### src/rtl/axi_bridge_pkg.sv
// Shared encodings, burst context and address-step helper for the AXI-to-SRAM bridge.
package axi_bridge_pkg;

  localparam int unsigned ADDR_W  = 32;
  localparam int unsigned DATA_W  = 32;
  localparam int unsigned STRB_W  = 4;
  localparam int unsigned LEN_W   = 4;
  localparam int unsigned SIZE_W  = 3;
  localparam int unsigned BURST_W = 2;
  localparam int unsigned RESP_W  = 2;

  localparam logic [BURST_W-1:0] BURST_FIXED = 2'b00;
  localparam logic [BURST_W-1:0] BURST_INCR  = 2'b01;
  localparam logic [BURST_W-1:0] BURST_WRAP  = 2'b10;

  localparam logic [RESP_W-1:0] RESP_OKAY   = 2'b00;
  localparam logic [RESP_W-1:0] RESP_SLVERR = 2'b10;

  typedef enum logic [1:0] {
    ST_IDLE,
    ST_RD,
    ST_WR,
    ST_WR_RESP
  } state_e;

  // Burst context latched on an address handshake
  typedef struct packed {
    logic [ADDR_W-1:0]  addr;
    logic [LEN_W-1:0]   len;
    logic [SIZE_W-1:0]  size;
    logic [BURST_W-1:0] burst;
  } ax_ctx_t;

  // Byte address of the next beat; sizes above a word clamp to a word, illegal wraps behave as INCR
  function automatic logic [ADDR_W-1:0] next_addr(
    input logic [ADDR_W-1:0]  addr,
    input logic [SIZE_W-1:0]  size,
    input logic [LEN_W-1:0]   len,
    input logic [BURST_W-1:0] burst
  );
    logic [1:0]        sz;
    logic [ADDR_W-1:0] step;
    logic [ADDR_W-1:0] inc;
    logic [ADDR_W-1:0] mask;
    logic              wrap_ok;
    sz      = (size > 3'd2) ? 2'd2 : size[1:0];
    step    = ADDR_W'(1) << sz;
    inc     = addr + step;
    mask    = ((ADDR_W'(len) + ADDR_W'(1)) << sz) - ADDR_W'(1);
    wrap_ok = (len == 4'd1) || (len == 4'd3) || (len == 4'd7) || (len == 4'd15);
    case (burst)
      BURST_FIXED: next_addr = addr;
      BURST_WRAP:  next_addr = wrap_ok ? ((addr & ~mask) | (inc & mask)) : inc;
      default:     next_addr = inc;
    endcase
  endfunction

endpackage

### src/rtl/axi_sram_bridge_skid.sv
// Two-entry FIFO between SRAM read data and the R channel; space is guaranteed by the issuer's credit check.
module axi_skid_buf
  import axi_bridge_pkg::*;
#(
  parameter int unsigned W = DATA_W
) (
  input  logic         clk,
  input  logic         rst_n,
  input  logic         in_valid,
  input  logic [W-1:0] in_data,
  input  logic         in_last,
  output logic         out_valid,
  output logic [W-1:0] out_data,
  output logic         out_last,
  input  logic         out_ready,
  output logic [1:0]   count
);

  logic [W-1:0] data_q [2];
  logic [1:0]   last_q;
  logic         wr_ptr;
  logic         rd_ptr;
  logic         pop;

  assign out_valid = (count != 2'd0);
  assign out_data  = data_q[rd_ptr];
  assign out_last  = last_q[rd_ptr];
  assign pop       = out_valid && out_ready;

  // Storage, pointers and occupancy
  always_ff @(posedge clk or negedge rst_n) begin
    if (!rst_n) begin
      data_q[0] <= '0;
      data_q[1] <= '0;
      last_q    <= '0;
      wr_ptr    <= 1'b0;
      rd_ptr    <= 1'b0;
      count     <= 2'd0;
    end else begin
      if (in_valid) begin
        data_q[wr_ptr] <= in_data;
        last_q[wr_ptr] <= in_last;
        wr_ptr         <= ~wr_ptr;
      end
      if (pop) rd_ptr <= ~rd_ptr;
      count <= count + 2'(in_valid) - 2'(pop);
    end
  end

endmodule

### src/rtl/axi_sram_bridge.sv
// AXI slave terminating one master port onto a synchronous single-port SRAM, one burst at a time.
module axi_sram_bridge
  import axi_bridge_pkg::*;
#(
  parameter int unsigned RAM_AW = 16,
  parameter int unsigned ID_W   = 4
) (
  input  logic                clk,
  input  logic                rst_n,
  input  logic [ID_W-1:0]     aw_id,
  input  logic [ADDR_W-1:0]   aw_addr,
  input  logic [LEN_W-1:0]    aw_len,
  input  logic [SIZE_W-1:0]   aw_size,
  input  logic [BURST_W-1:0]  aw_burst,
  input  logic                aw_valid,
  output logic                aw_ready,
  input  logic [DATA_W-1:0]   w_data,
  input  logic [STRB_W-1:0]   w_strb,
  input  logic                w_last,
  input  logic                w_valid,
  output logic                w_ready,
  output logic [ID_W-1:0]     b_id,
  output logic [RESP_W-1:0]   b_resp,
  output logic                b_valid,
  input  logic                b_ready,
  input  logic [ID_W-1:0]     ar_id,
  input  logic [ADDR_W-1:0]   ar_addr,
  input  logic [LEN_W-1:0]    ar_len,
  input  logic [SIZE_W-1:0]   ar_size,
  input  logic [BURST_W-1:0]  ar_burst,
  input  logic                ar_valid,
  output logic                ar_ready,
  output logic [ID_W-1:0]     r_id,
  output logic [DATA_W-1:0]   r_data,
  output logic [RESP_W-1:0]   r_resp,
  output logic                r_last,
  output logic                r_valid,
  input  logic                r_ready,
  output logic                ram_en,
  output logic [STRB_W-1:0]   ram_we,
  output logic [RAM_AW-1:0]   ram_addr,
  output logic [DATA_W-1:0]   ram_wdata,
  input  logic [DATA_W-1:0]   ram_rdata
);

  state_e          state;
  logic            last_rd;
  logic [ID_W-1:0] id_q;
  ax_ctx_t         ctx;
  logic [4:0]      beat;
  logic [4:0]      issued;
  logic            pend;
  logic            pend_last;
  logic            err;

  logic       grant_rd;
  logic       grant_wr;
  logic       wr_fire;
  logic       rd_issue;
  logic       r_pop;
  logic [1:0] sk_cnt;
  logic [2:0] occ;

  // Read data returns one cycle after issue and is parked in the skid buffer
  axi_skid_buf #(.W(DATA_W)) u_skid (
    .clk       (clk),
    .rst_n     (rst_n),
    .in_valid  (pend),
    .in_data   (ram_rdata),
    .in_last   (pend_last),
    .out_valid (r_valid),
    .out_data  (r_data),
    .out_last  (r_last),
    .out_ready (r_ready),
    .count     (sk_cnt)
  );

  // Arbitration, handshakes and SRAM port driven from registered state
  always_comb begin
    grant_rd  = (state == ST_IDLE) && ar_valid && (!aw_valid || !last_rd);
    grant_wr  = (state == ST_IDLE) && aw_valid && !grant_rd;
    ar_ready  = grant_rd;
    aw_ready  = grant_wr;
    w_ready   = (state == ST_WR);
    wr_fire   = w_ready && w_valid;
    r_pop     = r_valid && r_ready;
    occ       = 3'(sk_cnt) + 3'(pend) - 3'(r_pop);
    rd_issue  = (state == ST_RD) && (occ < 3'd2) && (issued <= {1'b0, ctx.len});
    ram_en    = rd_issue || wr_fire;
    ram_we    = wr_fire ? w_strb : '0;
    ram_addr  = ram_en ? ctx.addr[RAM_AW+1:2] : '0;
    ram_wdata = wr_fire ? w_data : '0;
    r_id      = id_q;
    r_resp    = RESP_OKAY;
    b_valid   = (state == ST_WR_RESP);
    b_id      = id_q;
    b_resp    = (b_valid && err) ? RESP_SLVERR : RESP_OKAY;
  end

  // Burst FSM with latched context, beat counters and write error flag
  always_ff @(posedge clk or negedge rst_n) begin
    if (!rst_n) begin
      state     <= ST_IDLE;
      last_rd   <= 1'b0;
      id_q      <= '0;
      ctx       <= '0;
      beat      <= '0;
      issued    <= '0;
      pend      <= 1'b0;
      pend_last <= 1'b0;
      err       <= 1'b0;
    end else begin
      pend      <= rd_issue;
      pend_last <= rd_issue && (issued == {1'b0, ctx.len});
      case (state)
        ST_IDLE: begin
          if (grant_rd) begin
            id_q   <= ar_id;
            ctx    <= '{addr: ar_addr, len: ar_len, size: ar_size, burst: ar_burst};
            beat   <= '0;
            issued <= '0;
            state  <= ST_RD;
          end else if (grant_wr) begin
            id_q   <= aw_id;
            ctx    <= '{addr: aw_addr, len: aw_len, size: aw_size, burst: aw_burst};
            beat   <= '0;
            issued <= '0;
            err    <= 1'b0;
            state  <= ST_WR;
          end
        end
        ST_RD: begin
          if (rd_issue) begin
            issued   <= issued + 5'd1;
            ctx.addr <= next_addr(ctx.addr, ctx.size, ctx.len, ctx.burst);
          end
          if (r_pop && r_last) begin
            last_rd <= 1'b1;
            state   <= ST_IDLE;
          end
        end
        ST_WR: begin
          if (wr_fire) begin
            beat     <= beat + 5'd1;
            ctx.addr <= next_addr(ctx.addr, ctx.size, ctx.len, ctx.burst);
            err      <= err | (w_last != (beat == {1'b0, ctx.len}));
            if (beat == {1'b0, ctx.len}) state <= ST_WR_RESP;
          end
        end
        ST_WR_RESP: begin
          if (b_ready) begin
            last_rd <= 1'b0;
            state   <= ST_IDLE;
          end
        end
        default: state <= ST_IDLE;
      endcase
    end
  end

endmodule
### config.mk
export PLATFORM = sky130hd
export DESIGN_NAME = axi_sram_bridge
export DESIGN_NICKNAME = d
export VERILOG_FILES = /design/src/rtl/axi_bridge_pkg.sv /design/src/rtl/axi_sram_bridge_skid.sv /design/src/rtl/axi_sram_bridge.sv
export SDC_FILE = /design/constraint.sdc
export NUM_CORES = 1
export LEC_CHECK = 0
export CAP_MARGIN = 5
export CORE_ASPECT_RATIO = 1.75
export CORE_MARGIN = 2
export CORE_UTILIZATION = 49
export CTS_CLUSTER_DIAMETER = 100
export DETAILED_ROUTE_END_ITERATION = 16
export GPL_TIMING_DRIVEN = 0
export PLACE_DENSITY = 0.95
export SYNTH_ARGS = -nofsm -noshare
export SYNTH_HDL_FRONTEND = slang
export SYNTH_SLANG_ARGS = --single-unit
### constraint.sdc
create_clock -name clk -period 7.16 [get_ports clk]
set_input_delay 1.432 -clock clk [delete_from_list [all_inputs] [get_ports clk]]
set_output_delay 1.432 -clock clk [all_outputs]
set_load 0.05 [all_outputs]
## Yosys cells after proc, flatten, opt, wreduce, memory -nomap -nowiden

Cells that the tools add are included.

- Register bits: 131
- Latch bits: 0
- RAM bits: 0
- ROM bits: 0
- Input port bits: 166
- Output and inout port bits: 103
- Logic and storage cells: 147
- Memories kept: 0

- Add/subtract/negate cells: 9
- Multiply operators: 0
- Divide/modulo/power cells: 0
- Order comparisons: 9
- Equality and inequality tests: 19
- Shift operators: 2
- Multiplexer cells: 45
- Bitwise logic cells: 9
- Reductions and logical operators: 36

Operators with widths:

| cell | number |
|---|---|
| 32-bit 2-to-1 mux | 8 |
| 32-bit case mux with 3 select lines | 1 |
| 41-bit 2-to-1 mux | 2 |
| 32-bit bitwise AND | 2 |
| 64-bit bitwise mux | 1 |
| 32-bit case mux with 2 select lines | 1 |
| 32-bit adder | 1 |
| 32-bit demux with 1-bit select | 1 |
| 32-bit inverter | 1 |
| 32-bit bitwise OR | 1 |
| 1-bit by 2-bit << shifter with 32-bit output, first input constant | 1 |
| 5-bit by 2-bit << shifter with 32-bit output | 1 |
| 32-bit by 1-bit subtractor with 32-bit output, second input constant | 1 |
| 5-bit 2-to-1 mux | 4 |
| 5-bit case mux with 2 select lines | 2 |
| 16-bit 2-to-1 mux | 1 |
| 2-bit 2-to-1 mux | 8 |
| 1-bit logical AND | 13 |
| 4-bit 2-to-1 mux | 3 |
| 5-bit by 1-bit adder with 5-bit output, second input constant | 2 |
| 5-bit by 4-bit == test with 1-bit output | 2 |
| 2-bit nonzero test | 5 |
| 3-bit AND reduction | 3 |
| 1-bit 2-to-1 mux | 8 |
| 36 further kinds | 56 |

## Logic depth before layout (Yosys ltp)

- Depth in word-level cells: 11
- Depth in mapped cells: 14
- Mapped depth without buffers: 13

## Hierarchy

Synthesis repeated with hierarchy kept, for this count alone.

- Cells, all modules: 740
- Area, all modules: 7,516.0 µm²

By module, submodules not included:

| module | times used | cells each | area an instance (µm²) | sequential area each (µm²) |
|---|---|---|---|---|
| axi_sram_bridge | 1 | 548 | 4,315.4 | 1,176.1 |
| axi_skid_buf | 1 | 192 | 3,200.6 | 1,751.7 |

## Worst setup path after synthesis

OpenSTA, ideal clock, no wires.

- Path kind: in2out
- From: in r_ready
- To: out ram_addr[10]
- Arrival: 4,318 ps
- Required time: 5,728 ps
- Setup slack: 1,410 ps
- Stages on the path: 12
- Buffers on the path: 1
- Cells stage by stage: nand2_1 inv_1 ha_1 inv_1 ha_1 fa_1 xnor2_1 or3_1 a21oi_2 a21o_1 clkbuf_1 and2_1

- Longest elaborated chain between the ends: 7

Ends and longest elaborated chain:

| what | line | RTL |
|---|---|---|
| from (decl) | axi_sram_bridge.sv:38 | `input logic r_ready,` |
| 1-bit logical AND | axi_sram_bridge.sv:86 | `r_pop = r_valid && r_ready;` |
| via r_pop | axi_sram_bridge.sv:60 | `logic r_pop;` |
| 3-bit by 1-bit subtractor with 3-bit output | axi_sram_bridge.sv:87 | `occ = 3'(sk_cnt) + 3'(pend) - 3'(r_pop);` |
| 3-bit by 2-bit less-than comparator with 1-bit output | axi_sram_bridge.sv:88 | `rd_issue = (state == ST_RD) && (occ < 3'd2) && (issued <= {1'b0, ctx.len});` |
| 1-bit logical AND (2 in series) | axi_sram_bridge.sv:88 |  |
| via rd_issue | axi_sram_bridge.sv:59 | `logic rd_issue;` |
| 1-bit logical OR | axi_sram_bridge.sv:89 | `ram_en = rd_issue \|\| wr_fire;` |
| via ram_en | axi_sram_bridge.sv:39 | `output logic ram_en,` |
| 16-bit 2-to-1 mux | axi_sram_bridge.sv:91 | `ram_addr = ram_en ? ctx.addr[RAM_AW+1:2] : '0;` |
| to (decl) | axi_sram_bridge.sv:41 | `output logic [RAM_AW-1:0] ram_addr,` |

The timed path passes the listed nets, and every way through them passes these cells.

## Worst setup path in the final report

- From: in r_ready
- To: out ram_addr[7]

- Longest elaborated chain between the ends: 7

Ends and longest elaborated chain:

| what | line |
|---|---|
| 1-bit logical AND | axi_sram_bridge.sv:86 |
| via r_pop | axi_sram_bridge.sv:60 |
| 3-bit by 1-bit subtractor with 3-bit output | axi_sram_bridge.sv:87 |
| 3-bit by 2-bit less-than comparator with 1-bit output | axi_sram_bridge.sv:88 |
| 1-bit logical AND (2 in series) | axi_sram_bridge.sv:88 |
| via rd_issue | axi_sram_bridge.sv:59 |
| 1-bit logical OR | axi_sram_bridge.sv:89 |
| 16-bit 2-to-1 mux | axi_sram_bridge.sv:91 |

The timed path passes the listed nets, and every way through them passes these cells.

==> results.tsv <==
metric	value	unit
outcome	completed	
synthFlopType	dfrtp_1	
cts_tree	built	
slowest_stage	clkdlybuf4s50_1	
gp_congestion	0.901	
insertion_delay	420	ps
nNetsFinal	1147	
async_flop_share	1.00	
intPower	2.84	mW
min_period	6630	ps
drive_gt1_frac	0.192	
rsz0062_at_grt	false	
avgSynthCellArea	10.3	sq um
ant_nets	0	
power.share.sequential	0.215	
grt_pass1_wl	33.3	mm
drtIter0Drc	432	
num_rows	58	
p_sw_frac	0.481	
design.core.area	14400	sq um
max_slew.worst_pin.slew	756	ps
tns	0	ps
crit_chain	clkdlybuf4s50_1, nand2_1, inv_1, ha_1, inv_1, ha_1, fa_1, xnor2_1, or3_1, a21oi_2, a21o_1, clkbuf_1, and2_1, clkdlybuf4s50_1	
crit_arrival	5200	ps
cts_made_buffers	17	
hold_violations	0	
maxCapViolations	0	
path_class	in -> out	
hold_buffers	0	
drc	0	
post-cts-setup-buffer-count	0	
critPathCapture	ram_addr[7]	
period_share	0.926	
cts_sinks	117	
yosysWarnings	0	
rr_worst_depth	14	
clkTransAtPathRegs	60	ps
cts_max_level	4	
relSlewSlack	0.494	
ir_drop	0.242	mV
clkPwrFrac	0.154	
wl_per_cell	18.3	um
synth.distinct_cells	78	
place.port_buffers	236	
hpwl	15.9	mm
synthCells	699	
fp.dieH	164	um
r2r_slack	3620	ps
ys_seq_area_frac	0.407	
crit_start	r_ready	
design_area	10400	sq um
vias	6646	
die-width	95.6	um
placedCellCount	1119	
p_sw	2.62	mW
synth_edf_count	0	
wl	21.1	mm
finClkSkew	14.9	ps
grt_pass1_vias	6879	
cp-start-kind	input port	
dieArea	15700	sq um
ios	269	
setup_viol	0	
min_path_type	reg -> reg	
grt_use_total	0.272	
cts_buffer_depth	2	
finalPower	5.46	mW
grt.overflow.total	0	
critPathMaxFanout	10	
drv_slew	0	
p_comb_frac	0.631	
worst_hold_slack	497	ps
initial_utilization	0.501	
cts_resized	0	
required	5730	ps
place_area	9830	sq um
dpl_worst_slack	542	ps
finalWorstSetupSlack	532	ps
drtPass1Iterations	7	
rr_startpoint	u_skid.count[1]	
antenna_found_initial	1	
synth_seq_cells	117	
stdcell_count	1150	
cpPeakStageDelay	810	ps
utilization	0.724	
fmax	0.151	GHz
p_leak	4.47	nW
avgViaCountPerCell	5.78	
syn_area	7200	sq um
area.growth.synth_to_final	44.6	%
cp-end-kind	primary output	
power_density	524	nW/um^2
root_buffer	clkbuf_16	
grt_start_max_net_pins	62	
[cells in the mapped netlist (3+ instances only)]
cell type | n | area share
o211ai_1 | 3 | 0.0031
o21ai_0 | 47 | 0.033
nand2b_1 | 5 | 0.0043
clkbuf_1 | 20 | 0.010
o22ai_1 | 3 | 0.0026
mux2i_1 | 26 | 0.036
and3_1 | 39 | 0.034
xnor2_1 | 10 | 0.012
nand2_1 | 50 | 0.026
buf_6 | 3 | 0.0047
nor3_1 | 8 | 0.0056
a2bb2oi_1 | 3 | 0.0037
buf_1 | 7 | 0.0037
ha_1 | 21 | 0.036
nor2b_1 | 9 | 0.0078
dfrtp_1 | 117 | 0.41
inv_1 | 24 | 0.013
mux2_2 | 107 | 0.17
a21boi_0 | 3 | 0.0031
or3_1 | 3 | 0.0026
xor2_1 | 6 | 0.0073
a21oi_1 | 22 | 0.015
nand4_1 | 3 | 0.0026
a21o_1 | 4 | 0.0042
a21oi_2 | 3 | 0.0037
a211oi_1 | 4 | 0.0042
buf_2 | 9 | 0.0063
nand3_1 | 17 | 0.012
a31oi_1 | 12 | 0.010
and2_1 | 18 | 0.016
or2_2 | 4 | 0.0035
nor2_1 | 22 | 0.011
buf_4 | 9 | 0.0094
[routing by layer]
metal  global-route usage  up-vias  share of wire
met2                0.510      343           0.56
met4                0.131        0          0.038
li1                     -     3024              -
met1                0.277     3206           0.34
met5                    0        -              0
met3               0.0587       73          0.061
[power by group through the flow]
stage          logic, mW  clock network, mW  registers (mW)
6_report            3.45              0.840            1.17
5_1_grt             3.67              0.874            1.21
4_1_cts             3.43              0.844            1.17
3_5_place_dp        3.40                  0            1.17
3_3_place_gp        3.31                  0            1.15
2_1_floorplan       2.41                  0            1.14
[worst min-delay path by stage]
stage / endpoint / cells past startpoint / slack (ps) / startpoint
2_1_floorplan: u_skid.wr_ptr / 1 / 460 / u_skid.wr_ptr
3_3_place_gp: u_skid.wr_ptr / 1 / 480 / u_skid.wr_ptr
3_5_place_dp: u_skid.wr_ptr / 1 / 490 / u_skid.wr_ptr
4_1_cts: u_skid.last_q[0] / 1 / 500 / pend_last
5_1_grt: u_skid.data_q[45] / 1 / 510 / u_skid.data_q[45]
6_report: u_skid.last_q[0] / 1 / 500 / pend_last
[logic make-up after synthesis]
kind of cell               after synthesis  synth area share
buffers and inverters                   75            0.0487
AOI/OAI and AO/OA                      139             0.130
other                                    2           0.00104
DFF                                    117             0.407
xor gates and xnor gates                17            0.0217
muxes                                  135             0.208
adders and majority gates               23            0.0421
and+or+nand+nor                        191             0.143
[cell usage in the layout (no fill, tap or decap), types with 6 or more instances in the layout]
| cell | count |
|---|---|
| clkdlybuf4s50_1 | 235 |
| dfrtp_1 | 117 |
| mux2_2 | 107 |
| nand2_1 | 50 |
| o21ai_0 | 47 |
| and3_1 | 39 |
| mux2i_1 | 26 |
| inv_1 | 24 |
| nor2_1 | 22 |
| a21oi_1 | 22 |
| ha_1 | 21 |
| clkbuf_1 | 20 |
| and2_1 | 18 |
| nand3_1 | 17 |
| clkbuf_16 | 17 |
| a31oi_1 | 12 |
| xnor2_1 | 10 |
| buf_2 | 9 |
| buf_4 | 9 |
| nor2b_1 | 9 |
| nor3_1 | 8 |
| buf_1 | 7 |
| xor2_1 | 6 |
[final cells by class]
class	count	area (sq um)
Antenna cell	1	2.50
Buffer	49	253
Clock buffer	19	453
Clock inverter	11	128
Fill cell	985	3960
Inverter	26	97.6
Multi-Input combinational cell	510	3930
Sequential cell	117	2930
Tap cell	180	225
Timing Repair Buffer	237	2390
[critical path, delay by kind of cell]
kind,cells,cell delay [ps]
buf+inv,5,1620
fa+ha+maj,3,840
simple gates,3,660
compound gates,2,500
xor+xnor,1,130
(Power assumes the default switching activity.)
